<file path="src/rtl/pixel_tap_pkg.sv">
// Shared types, widths and the hysteresis threshold helper for the analyzer channels.
package pixel_tap_pkg;

  typedef enum logic [1:0] {
    IDLE       = 2'd0,
    WAIT_FRAME = 2'd1,
    ACTIVE     = 2'd2
  } tap_state_t;

  localparam int PIXEL_WIDTH       = 8;
  localparam int FRAME_COUNT_WIDTH = 16;

  // At or above high forces 1, below low forces 0, in between keeps the current level.
  function automatic logic threshold_level(
    input logic [PIXEL_WIDTH-1:0] value,
    input logic                   current,
    input logic [PIXEL_WIDTH-1:0] high,
    input logic [PIXEL_WIDTH-1:0] low
  );
    if (value >= high) return 1'b1;
    if (value < low)   return 1'b0;
    return current;
  endfunction

endpackage

</file>
<file path="src/rtl/pixel_tap_watchdog.sv">
// Stalled-stream watchdog: counts clocks since the last accepted frame_start and
// raises stalled once the count reaches FRAME_TIMEOUT; the count then holds.
module pixel_tap_watchdog #(
  parameter int unsigned FRAME_TIMEOUT = 4000000
) (
  input  logic clock,
  input  logic reset,
  input  logic run,
  input  logic restart,
  output logic stalled
);

  localparam logic [31:0] LIMIT = 32'(FRAME_TIMEOUT);

  logic [31:0] count;

  always_ff @(posedge clock) begin
    if (reset || !run || restart) begin
      count <= '0;
    end else if (count != LIMIT) begin
      count <= count + 32'd1;
    end
  end

  assign stalled = (count == LIMIT);

endmodule

</file>
<file path="src/rtl/pixel_tap_sampler.sv">
// Frame-aligned pixel tap with hysteresis threshold, frame counter and watchdog.
// Define PIXEL_TAP_AVERAGE_EN to average four consecutive valid pixels at the tap.
module pixel_tap_sampler
  import pixel_tap_pkg::*;
#(
  parameter int unsigned PIXEL_INDEX    = 63,
  parameter int unsigned LINE_INDEX     = 0,
  parameter int unsigned THRESHOLD_HIGH = 192,
  parameter int unsigned THRESHOLD_LOW  = 160,
  parameter int unsigned COUNTER_WIDTH  = 12,
  parameter int unsigned FRAME_TIMEOUT  = 4000000
) (
  input  logic                         clock,
  input  logic                         reset,
  input  logic                         enable,
  input  logic [PIXEL_WIDTH-1:0]       data,
  input  logic                         data_valid,
  input  logic                         line_start,
  input  logic                         frame_start,
  output logic                         sample_data,
  output logic                         sample_strobe,
  output logic [PIXEL_WIDTH-1:0]       pixel_value,
  output logic [FRAME_COUNT_WIDTH-1:0] frame_count,
  output logic                         stalled
);

  localparam logic [COUNTER_WIDTH-1:0] TGT_LINE = COUNTER_WIDTH'(LINE_INDEX);
  localparam logic [COUNTER_WIDTH-1:0] TGT_COL  = COUNTER_WIDTH'(PIXEL_INDEX);
  localparam logic [PIXEL_WIDTH-1:0]   TH_HIGH  = PIXEL_WIDTH'(THRESHOLD_HIGH);
  localparam logic [PIXEL_WIDTH-1:0]   TH_LOW   = PIXEL_WIDTH'(THRESHOLD_LOW);

  function automatic logic [COUNTER_WIDTH-1:0] sat_inc(input logic [COUNTER_WIDTH-1:0] v);
    return (&v) ? v : v + COUNTER_WIDTH'(1);
  endfunction

  tap_state_t               state, state_next;
  logic [COUNTER_WIDTH-1:0] line_q, col_q, line_eff, col_eff;
  logic                     frame_go, in_frame, tap_hit, fire, level;
  logic [PIXEL_WIDTH-1:0]   cap_value;

  always_comb begin
    state_next = state;
    unique case (state)
      IDLE:       if (enable) state_next = WAIT_FRAME;
      WAIT_FRAME: if (!enable) state_next = IDLE;
                  else if (frame_start) state_next = ACTIVE;
      ACTIVE:     if (!enable) state_next = IDLE;
      default:    state_next = IDLE;
    endcase
  end

  // A pixel arriving alongside a start pulse already belongs to the new line.
  always_comb begin
    frame_go = enable && frame_start && (state != IDLE);
    in_frame = enable && ((state == ACTIVE) || ((state == WAIT_FRAME) && frame_start));
    line_eff = frame_start ? '0 : (line_start ? sat_inc(line_q) : line_q);
    col_eff  = (frame_start || line_start) ? '0 : col_q;
    tap_hit  = in_frame && data_valid && (line_eff == TGT_LINE);
  end

`ifdef PIXEL_TAP_AVERAGE_EN
  logic [9:0] sum_q, sum_with;
  logic [1:0] taken_q, taken_base;
  logic       slot_ok;

  // Any start pulse before the fourth pixel discards the partial sum.
  always_comb begin
    taken_base = (frame_start || line_start) ? 2'd0 : taken_q;
    slot_ok    = tap_hit && (col_eff == TGT_COL + COUNTER_WIDTH'(taken_base));
    sum_with   = ((taken_base == 2'd0) ? 10'd0 : sum_q) + {2'b00, data};
    fire       = slot_ok && (taken_base == 2'd3);
    cap_value  = sum_with[9:2];
  end

  always_ff @(posedge clock) begin
    if (reset || !in_frame) begin
      taken_q <= 2'd0;
      sum_q   <= '0;
    end else if (slot_ok) begin
      taken_q <= taken_base + 2'd1;
      sum_q   <= sum_with;
    end else begin
      taken_q <= taken_base;
    end
  end
`else
  always_comb begin
    fire      = tap_hit && (col_eff == TGT_COL);
    cap_value = data;
  end
`endif

  always_ff @(posedge clock) begin
    if (reset) begin
      state         <= IDLE;
      line_q        <= '0;
      col_q         <= '0;
      sample_strobe <= 1'b0;
      pixel_value   <= '0;
      level         <= 1'b0;
      frame_count   <= '0;
    end else begin
      state         <= state_next;
      line_q        <= line_eff;
      col_q         <= data_valid ? sat_inc(col_eff) : col_eff;
      sample_strobe <= fire;
      if (fire) pixel_value <= cap_value;
      if (!enable || stalled) level <= 1'b0;
      else if (fire) level <= threshold_level(cap_value, level, TH_HIGH, TH_LOW);
      if ((state == IDLE) && enable) frame_count <= '0;
      else if (frame_go) frame_count <= frame_count + 1'b1;
    end
  end

  assign sample_data = level && !stalled;

  pixel_tap_watchdog #(
    .FRAME_TIMEOUT(FRAME_TIMEOUT)
  ) u_watchdog (
    .clock  (clock),
    .reset  (reset),
    .run    (enable && (state != IDLE)),
    .restart(frame_go),
    .stalled(stalled)
  );

endmodule

</file>
<file path="config.mk">
export PLATFORM = sky130hd
export DESIGN_NAME = pixel_tap_sampler
export DESIGN_NICKNAME = d
export VERILOG_FILES = /design/src/rtl/pixel_tap_pkg.sv /design/src/rtl/pixel_tap_watchdog.sv /design/src/rtl/pixel_tap_sampler.sv
export SDC_FILE = /design/constraint.sdc
export NUM_CORES = 1
export LEC_CHECK = 0
export ABC_AREA = 0
export BUFFER_PORTS_ARGS = -buffer_cell sky130_fd_sc_hd__buf_2
export CAP_MARGIN = 20
export CORE_ASPECT_RATIO = 2
export CORE_MARGIN = 4
export CORE_UTILIZATION = 53
export DETAILED_ROUTE_END_ITERATION = 7
export PLACE_DENSITY_LB_ADDON = 0.05
export RECOVER_POWER = 100
export SYNTH_ARGS = -nofsm -noshare
export SYNTH_HDL_FRONTEND = slang
export SYNTH_HIERARCHICAL = 1
export SYNTH_SLANG_ARGS = --single-unit
</file>
<file path="constraint.sdc">
create_clock -name clock -period 2.29 [get_ports clock]
set_input_delay 0.1145 -clock clock [delete_from_list [all_inputs] [get_ports clock]]
set_output_delay 0.1145 -clock clock [all_outputs]
set_load 0.05 [all_outputs]
</file>
==> impl_metrics.csv, run 1 <==
group,metric,value,unit
sta,finalSetupViolCount,0,
grt,grt_usage,0.215,
logic_synthesis,synthAdderAreaFrac,0.0153,
cells_and_area,regArea,1680,um2
cells_and_area,n_antenna_cell,0,
sta,whs,12.9,ps
detailed_routing,wl_per_cell,15.1,um
grt,use_met1,0.207,
sta,fin_crit_sh,0.958,
detailed_routing,drc,0,
detailed_routing,via_per_inst,5.66,
cells_and_area,nets,549,
clock_network,clock_path_buffers,2,
sta,layout_setup_ws,96.5,ps
cells_and_area,fin_util,0.653,
logic_synthesis,synth-async-reset-ratio,0,
run,drv_cap,0,
sta,rsz0062_at_grt,"true",
logic_synthesis,syn-num-nets,483,
clock_network,cts_buffers,9,
grt,gr-total-overflow,0,
logic_synthesis,synth-simple-area-share,0.323,
die,die_w,70.1,um
worst_setup_path,worstPathArrival,2460,ps
worst_setup_path,r2r_end,"level",
clock_network,clk-insertion-delay-late,340,ps
logic_synthesis,synth_top_family_by_area,"simple AND/OR/NAND/NOR gates",
power_and_ir_drop,p_leak,1.85,nW
sta,post-route-min-period,2190,ps
power_and_ir_drop,power,3.03,mW
clock_network,h-tree-depth,3,
cells_and_area,n_fill_cell,688,
place,gp_congestion,0.883,
logic_synthesis,muxShareOfSynthArea,0.0343,
worst_setup_path,crit_type,"flip-flop to flip-flop",
grt,grt_antenna_before_repair,0,
logic_synthesis,synth_enable_flop_cells,0,
die,die_h,132,um
worst_setup_path,worstPathRequired,2560,ps
die,core_area,7540,um2
worst_setup_path,critPathMaxFanout,4,
run_status,status,"complete, no violations",
worst_setup_path,r2r_slack,100,ps
grt,grt_use_met3,0.0366,
detailed_routing,drt-initial-drc-count,157,
sta,clock.fmax,456,MHz
logic_synthesis,syn_avg_cell_area,8.81,um2
power_and_ir_drop,vdd_ir_drop_max,489,uV
logic_synthesis,synth_flop_cell,"dfxtp_1",
detailed_routing,ant_nets,0,
logic_synthesis,ys_ff_latch,84,
grt,met2_usage,0.419,
worst_setup_path,crit_path_start_kind,"flip-flop",
detailed_routing,postRouteWirelength,9520,um
cells_and_area,instances_no_fill,629,
place,dp.cells,610,
cells_and_area,drive_gt1_frac,0.170,
detailed_routing,vias,3561,
die,initial_utilization,0.542,
logic_synthesis,synth-xor-area-share,0.114,
clock_network,cts.clk_slew.worst_paths,60,ps
worst_setup_path,cp-end-kind,"flip-flop",
logic_synthesis,syn_area,4090,um2
logic_synthesis,netlist-cell-type-count,54,
grt,busiest_layer,"met2",
cells_and_area,multi_input_area,2380,um2
clock_network,cts_num_sinks,84,
sta,worst_pin_slew,679,ps
worst_setup_path,cp-endpoint,"level",
place,numPortBuffers,40,
worst_setup_path,worstRegToRegCells,8,
die,rows,45,
sta,max_slew_margin,0.547,
die,dieArea,9270,um2
worst_setup_path,critPathLaunch,"line_q[0]",
place,pre_cts_slack,25.2,ps
worst_hold_path,hold_path.class,"primary input to flip-flop",
die,io_pins,41,
grt,grt_max_degree,33,
sta,slew_viol_final,0,
clock_network,root_buffer,"clkbuf_16",
grt,grt_pass1_vias,3705,
logic_synthesis,synth_compound_area_frac,0.0777,
grt,grt_pass1_wl,16300,um
place,hpwl,7070,um
worst_setup_path,r2r-start,"line_q[0]",
logic_synthesis,yosysWarnings,6,
logic_synthesis,postSynthCellCount,464,
cells_and_area,syn_to_final_growth,20.6,%
logic_synthesis,synth_seq_area_share,0.411,
sta,skew,6.63,ps
sta,final_hold_viol_count,0,
detailed_routing,dr.pass1.iters,4,
clock_network,tritoncts,"done",
power_and_ir_drop,powerDensity,615,nW/um2
-- worst min path at each step --
stage | slack [ps] | depth (start not counted) | start | endpoint
6_report | 10 | 3 | data[4] | pixel_value[4]
5_1_grt | 60 | 3 | data[2] | pixel_value[2]
4_1_cts | 4 | 3 | data[4] | pixel_value[4]
3_5_place_dp | 350 | 3 | data[3] | pixel_value[3]
3_3_place_gp | 340 | 3 | data[1] | pixel_value[1]
2_1_floorplan | 260 | 2 | data[0] | pixel_value[0]
-- cell usage after synthesis (all sizes together) (2+ instances only) --
master / instances / area, um2
xnor2: 16 / 140
ha: 5 / 62.6
dfxtp: 84 / 1680
and2: 4 / 25.0
nor4b: 3 / 26.3
a311oi: 2 / 17.5
xor2: 37 / 324
and3: 14 / 88.8
nor2b: 6 / 37.5
or4: 4 / 30.0
nor4: 10 / 77.6
nand2: 31 / 119
nor2: 78 / 293
or3b: 2 / 17.5
or3: 5 / 31.3
inv: 8 / 30.0
clkbuf: 11 / 41.3
nand2b: 2 / 12.5
mux2i: 14 / 140
nand4: 21 / 165
o21ai: 7 / 35.0
a31oi: 7 / 43.8
nor3: 13 / 91.3
nor3b: 4 / 30.0
buf: 5 / 31.3
and4: 8 / 70.1
a211oi: 3 / 22.5
a21oi: 12 / 60.1
o31ai: 3 / 22.5
nand3: 29 / 160
o311ai: 3 / 26.3
nand3b: 2 / 15.0
-- critical path, cell delays in order (launching register included) --
cell      delay [ps]
dfxtp_1          310
ha_2             210
and2_1           170
a311oi_1         280
a31oi_1          150
o31ai_2          270
nand4_1          150
or4_1            480
o21ai_1           80
-- stage by stage --
step	TNS, ps	area, um2
2_1_floorplan	0	4120
5_1_grt	-212	4930
3_5_place_dp	0	4560
4_1_cts	0	4880
3_3_place_gp	0	4560
6_report	0	4930
-- final cells by class --
class	count	area share
clock inverters	4	0.00965
clock buffers	12	0.0520
inverters	8	0.00609
repair buffers	71	0.0833
multi-input cells	356	0.484
flip-flops and latches	84	0.341
well taps	94	0.0239
-- cells in the final DEF (no fill, tap or decap), types with 4 or more instances in the layout --
| cell | count |
|---|---|
| nor3b_1 | 4 |
| xnor2_1 | 16 |
| nor4_1 | 7 |
| mux2i_1 | 14 |
| and3_1 | 13 |
| buf_2 | 14 |
| nand3_1 | 26 |
| or3_1 | 5 |
| a21oi_1 | 12 |
| clkbuf_16 | 9 |
| ha_1 | 4 |
| a31oi_1 | 7 |
| nor2_1 | 77 |
| o21ai_0 | 4 |
| nand4_1 | 17 |
| buf_4 | 30 |
| clkbuf_1 | 26 |
| and4_1 | 7 |
| xor2_1 | 37 |
| nor3_1 | 8 |
| nand2_1 | 30 |
| inv_1 | 8 |
| nor2b_1 | 5 |
| dfxtp_1 | 83 |
| nor3_2 | 4 |
-- where the power goes --
group	internal (mW)	switching [mW]	leakage, nW
Clock	0.900	0.561	0.149
Sequential	1.47	0.00441	0.678
Combinational	0.0398	0.0607	1.02
Total	2.41	0.626	1.85
-- cells by family after synthesis --
logic type                 count (synthesis)
muxes                                     14
DFF                                       84
adders and majority gates                  5
AOI/OAI and AO/OA                         45
xor gates and xnor gates                  53
buffers and inverters                     24
and+or+nand+nor                          239
-- registers in the layout, indices dropped and copies added, names as in the netlist --
signal            flops
pixel_value           8
col_q                12
u_watchdog/count     32
state                 2
sample_strobe         1
frame_count          16
level                 1
line_q               12
-- layer usage --
layer	vias to the layer above	wire [um]
met5	-	0
met4	0	286
met3	23	178
met2	39	5540
met1	1707	3510
li1	1792	-
-- what timing repair did --
action	in CTS	in global routing
setup endpoints to repair	1	11
gates cloned	0	0
hold buffers	1	0
endpoints found under the hold margin	1	0
setup buffers	0	2
pin swaps	0	4
resized for setup	2	12
(Power assumes the default switching activity.)
==> run 2: changes to the inputs <==
--- a/config.mk
+++ b/config.mk
@@ -9,7 +9,6 @@
 export BUFFER_PORTS_ARGS = -buffer_cell sky130_fd_sc_hd__buf_2
 export CAP_MARGIN = 20
 export CORE_ASPECT_RATIO = 2
-export CORE_MARGIN = 4
 export CORE_UTILIZATION = 53
 export DETAILED_ROUTE_END_ITERATION = 7
 export PLACE_DENSITY_LB_ADDON = 0.05
==> impl_metrics.csv, run 2 (synthesized netlist as in run 1, its figures left out) <==
group,metric,value,unit
clock_network,cts_hold_buf,0,
grt,grt_pass1_wl,15900,um
worst_setup_path,worstPathArrival,2140,ps
die,core_area,7540,um2
die,die_h,126,um
cells_and_area,largest_register,"u_watchdog/count",
worst_setup_path,crit_chain,"nand4_2 > or4b_4 > nor3_4 > buf_6 > nor2b_4 > buf_2",
place,hpwl,6970,um
sta,slew_viol_final,0,
power_and_ir_drop,vdd_ir_drop_max,440,uV
worst_setup_path,r2r_slack,50,ps
power_and_ir_drop,p_leak,1.81,nW
power_and_ir_drop,power,3.04,mW
cells_and_area,final_cell_mix,"dfxtp_1 (80), nor2_1 (77), xor2_1 (37), clkbuf_1 (31), nand2_1 (30)",
detailed_routing,vias,3606,
sta,post-route-min-period,2260,ps
die,rows,45,
detailed_routing,drc,0,
cells_and_area,reg.largest.list,"u_watchdog/count: 32 flops, frame_count: 16 flops",
cells_and_area,fin_util,0.648,
die,io_pins,41,
worst_setup_path,slowest_stage,"or4b_4",
sta,rsz0062_at_grt,"true",
clock_network,cts_buffers,9,
detailed_routing,drt-initial-drc-count,192,
clock_network,clock_path_buffers,2,
place,numPortBuffers,40,
clock_network,cts.clk_slew.worst_paths,60,ps
cells_and_area,stdcell_area,4890,um2
worst_setup_path,critPathLaunch,"u_watchdog/count[18]",
run,drv_cap,0,
place,pre_cts_slack,37.8,ps
worst_hold_path,hold_path.class,"primary input to flip-flop",
worst_setup_path,r2r-start,"line_q[5]",
worst_setup_path,r2r_end,"pixel_value[6]",
clock_network,tritoncts,"done",
grt,gr-total-overflow,0,
cells_and_area,n_fill_cell,688,
clock_network,cts_num_sinks,84,
sta,finalSetupTns,0,ps
worst_setup_path,crit_buf_inv,2,
detailed_routing,postRouteWirelength,9550,um
sta,clock.fmax,443,MHz
sta,final_hold_viol_count,0,
worst_setup_path,cp_top_family,"simple AND/OR/NAND/NOR gates",
sta,max_slew_margin,0.297,
place,dp.cells,609,
die,die_w,64.1,um
clock_network,clk-insertion-delay-late,340,ps
worst_setup_path,cp-endpoint,"sample_data",
place,gp_congestion,0.949,
grt,grt_antenna_before_repair,0,
grt,grt_max_degree,33,
die,dieArea,8090,um2
place,post_dp_cell_area,4550,um2
die,initial_utilization,0.542,
sta,finalSetupViolCount,0,
detailed_routing,wl_per_cell,15.2,um
worst_setup_path,critPathMaxFanout,10,
detailed_routing,dr.pass1.iters,4,
detailed_routing,ant_nets,0,
power_and_ir_drop,powerDensity,622,nW/um2
worst_setup_path,cp-end-kind,"primary output",
cells_and_area,largest_register_ffs,32,
worst_setup_path,cpPeakStageDelay,570,ps
clock_network,root_buffer,"clkbuf_16",
sta,layout_setup_ws,34.2,ps
cells_and_area,final_common_cell,"dfxtp_1",
cells_and_area,n_antenna_cell,0,
run_status,status,"complete, no violations",
grt,grt_usage,0.250,
sta,worst_pin_slew,1050,ps
clock_network,h-tree-depth,3,
cells_and_area,instances_no_fill,629,
worst_setup_path,worstRegToRegCells,9,
cells_and_area,nets,549,
grt,grt_pass1_vias,3532,
worst_setup_path,crit_type,"flip-flop to primary output",
worst_setup_path,crit_path_start_kind,"flip-flop",
sta,skew,6.17,ps
detailed_routing,via_per_inst,5.73,
worst_setup_path,cp.depth,6,
cells_and_area,syn_to_final_growth,19.7,%
worst_setup_path,worstPathRequired,2180,ps
sta,whs,4.88,ps
sta,fin_crit_sh,0.985,
cells_and_area,drive_gt1_frac,0.166,
-- run 2: how the worst min path moves through the flow --
stage / from / endpoint / slack (ps) / depth (start not counted)
after floorplan: data[0] / pixel_value[0] / 260 / 2
after global placement: data[0] / pixel_value[0] / 340 / 3
after detailed placement: data[1] / pixel_value[1] / 350 / 3
after CTS: data[1] / pixel_value[1] / 0.3 / 3
after global routing: data[0] / pixel_value[0] / 20 / 3
final: data[1] / pixel_value[1] / 5 / 3
-- run 2: worst register-to-register path, stage by stage (launching register included) --
cell      delay, ps
dfxtp_1         430
and4_2          330
nand4_2         200
buf_4           220
a221oi_2        310
nor4_2           60
nand4_1         140
buf_6           180
mux2i_1         210
nor2_1           50
-- run 2: area by class of cell --
cell class | count | area, um2 | area share
Inverter | 8 | 30.0 | 0.00614
Clock inverter | 4 | 47.5 | 0.00972
Multi-Input combinational cell | 356 | 2360 | 0.483
Clock buffer | 12 | 256 | 0.0524
Sequential cell | 84 | 1690 | 0.345
Tap cell | 94 | 118 | 0.0240
Timing Repair Buffer | 71 | 393 | 0.0803
-- run 2: report_power, final --
part | total [mW] | switching [mW] | internal (mW) | leakage [nW]
combinational | 0.0981 | 0.0598 | 0.0383 | 0.978
sequential | 1.47 | 0.00439 | 1.47 | 0.679
clock | 1.48 | 0.575 | 0.901 | 0.149
total | 3.04 | 0.639 | 2.41 | 1.81
-- run 2: what timing repair did --
item,in CTS,in global routing
gates resized for setup,3,14
endpoints found under the setup margin,3,10
hold endpoints to repair,0,0
pin swaps,0,7
buffers inserted,0,4
-- run 2: routing by layer --
metal	wire, um	GRT usage
met4	289	0.123
met1	3530	0.241
met3	250	0.0362
met5	0	0
met2	5480	0.492
==> run 3: changes to the inputs <==
--- a/config.mk
+++ b/config.mk
@@ -9,8 +9,9 @@
 export BUFFER_PORTS_ARGS = -buffer_cell sky130_fd_sc_hd__buf_2
 export CAP_MARGIN = 20
 export CORE_ASPECT_RATIO = 2
-export CORE_UTILIZATION = 53
+export CORE_UTILIZATION = 60
 export DETAILED_ROUTE_END_ITERATION = 7
+export GPL_TIMING_DRIVEN = 1
 export PLACE_DENSITY_LB_ADDON = 0.05
 export RECOVER_POWER = 100
 export SYNTH_ARGS = -nofsm -noshare
==> constraint.sdc (replaced) <==
create_clock -name clock -period 2.8 [get_ports clock]
set_input_delay 0.14 -clock clock [delete_from_list [all_inputs] [get_ports clock]]
set_output_delay 0.14 -clock clock [all_outputs]
set_load 0.05 [all_outputs]
==> impl_metrics.csv, run 3 (synthesized netlist as in run 1, its figures left out) <==
group,metric,value,unit
grt,grt_usage,0.266,
sta,rsz0062_at_grt,"false",
run_status,status,"complete, no violations",
worst_setup_path,worstRegToRegCells,8,
worst_setup_path,critPathMaxFanout,6,
worst_setup_path,cp-end-kind,"flip-flop",
grt,gr-total-overflow,0,
cells_and_area,largest_register_ffs,32,
sta,max_slew_margin,0.285,
cells_and_area,drive_gt1_frac,0.0966,
clock_network,cts_hold_buf,0,
clock_network,ctsResizeCount,0,
cells_and_area,regArea,1680,um2
worst_setup_path,r2r_end,"level",
worst_hold_path,hp-start,"data[1]",
power_and_ir_drop,vdd_ir_drop_max,396,uV
grt,grt_pass1_vias,3379,
detailed_routing,dr.pass1.iters,4,
place,hpwl,6480,um
sta,finalSetupViolCount,0,
die,dieArea,7170,um2
worst_setup_path,crit_type,"flip-flop to flip-flop",
cells_and_area,nets,521,
power_and_ir_drop,powerDensity,513,nW/um2
detailed_routing,drt-initial-drc-count,183,
cells_and_area,largest_register,"u_watchdog/count",
detailed_routing,postRouteWirelength,8800,um
worst_setup_path,worstPathRequired,3060,ps
power_and_ir_drop,seq_power_share,0.512,
sta,skew,4.48,ps
clock_network,clock_path_buffers,2,
die,initial_utilization,0.617,
worst_setup_path,worstPathArrival,3010,ps
sta,whs,37.5,ps
power_and_ir_drop,power_frac_clock,0.458,
grt,grt_pass1_wl,14500,um
cells_and_area,reg.largest.list,"u_watchdog/count: 32 flops, frame_count: 16 flops",
detailed_routing,via_per_inst,5.78,
power_and_ir_drop,sw_frac_of_total,0.213,
worst_hold_path,hold_end,"pixel_value[1]",
clock_network,cts.clk_slew.worst_paths,60,ps
power_and_ir_drop,internal_power,1.85,mW
clock_network,cts_buffers,9,
worst_hold_path,hold_path.class,"primary input to flip-flop",
worst_setup_path,r2r_slack,60,ps
clock_network,cts_num_sinks,84,
die,die_h,119,um
detailed_routing,drc,0,
sta,worst_pin_slew,1070,ps
cells_and_area,final_common_cell,"dfxtp_1",
power_and_ir_drop,switchingPower,0.501,mW
worst_setup_path,r2r-start,"line_q[0]",
power_and_ir_drop,p_leak,1.64,nW
die,io_pins,41,
clock_network,root_buffer,"clkbuf_16",
cells_and_area,n_antenna_cell,0,
sta,fin_crit_sh,0.979,
worst_setup_path,critPathLaunch,"line_q[0]",
sta,clock.fmax,365,MHz
clock_network,clk-insertion-delay-late,340,ps
grt,grt_max_degree,33,
sta,final_hold_viol_count,0,
sta,finalSetupTns,0,ps
place,numPortBuffers,40,
run,drv_cap,0,
detailed_routing,wl_per_cell,14.8,um
die,core_area,6620,um2
cells_and_area,syn_to_final_growth,12.1,%
place,gp_congestion,0.823,
cells_and_area,final_cell_mix,"dfxtp_1 (84), nor2_1 (78), xor2_1 (37), nand2_1 (30), clkbuf_1 (28)",
cells_and_area,multi_input_area,2300,um2
power_and_ir_drop,pwr-share-comb,0.030,
grt,grt_antenna_before_repair,0,
cells_and_area,n_fill_cell,617,
die,rows,42,
clock_network,h-tree-depth,3,
die,die_w,60.4,um
detailed_routing,ant_nets,0,
detailed_routing,vias,3439,
worst_hold_path,min_path_cells,3,
clock_network,tritoncts,"done",
clock_network,postCtsSetupBuffers,0,
worst_setup_path,crit_path_start_kind,"flip-flop",
sta,slew_viol_final,0,
sta,post-route-min-period,2740,ps
-- run 3: cell types whose count changed in the layout (fill, tap and decap cells not counted), moves of 3 or more --
cell | previous run | this run
buf_4 | 24 | 3
clkbuf_1 | 31 | 28
dfxtp_1 | 80 | 84
dfxtp_2 | 4 | 0
-- run 3: per-stage QoR --
| stage | setup slack [ps] | std cells | util | total power, mW | area [um2] |
|---|---|---|---|---|---|
| after global routing | 41.1 | 595 | 0.692 | 2.43 | 4580 |
| final | 57.6 | 595 | 0.692 | 2.35 | 4580 |
| after CTS | 157 | 595 | 0.698 | 2.38 | 4620 |
| after detailed placement | 206 | 579 | 0.657 | 1.30 | 4350 |
| after global placement | 360 | 579 | 0.657 | 1.30 | 4350 |
| after floorplan | 299 | 464 | - | 1.27 | 4090 |
-- run 3: worst max-delay path by stage --
stage | endpoint | slack, ps | depth (start not counted)
floorplan | level | 300 | 12
global placement | level | 360 | 8
detailed placement | level | 210 | 8
CTS | level | 160 | 8
global route | level | 40 | 8
finish | level | 60 | 8
-- run 3: metal layers --
layer	part of all wire	up-vias	global-route usage	wire, um
met1	0.37	1641	0.252	3290
met4	0.029	0	0.135	256
met5	0	-	0	0
met3	0.023	18	0.0569	200
met2	0.57	55	0.493	5060
li1	-	1725	-	-
-- run 3: power by group through the flow --
stage                     logic, mW  clock network (mW)  registers, mW
after floorplan              0.0441                   0           1.23
after global placement       0.0684                   0           1.23
after detailed placement     0.0700                   0           1.23
after CTS                    0.0707                1.10           1.20
after global routing         0.0759                1.15           1.20
final                        0.0698                1.08           1.20
-- run 3: critical path, cell delays in order (launching register included) --
cell	delay, ps
dfxtp_1	360
ha_1	270
and2_0	200
a311oi_1	320
a31oi_1	150
o31ai_1	530
nand4_1	240
or4_1	520
o21ai_0	80
-- run 3: final cells by class --
type                       instances  share of cell area
clock buffer                      13              0.0546
sequential                        84               0.367
inverter                           8             0.00655
multi-input combinational        356               0.501
timing repair buffer              43              0.0418
clock inverter                     3             0.00491
tap                               88              0.0240
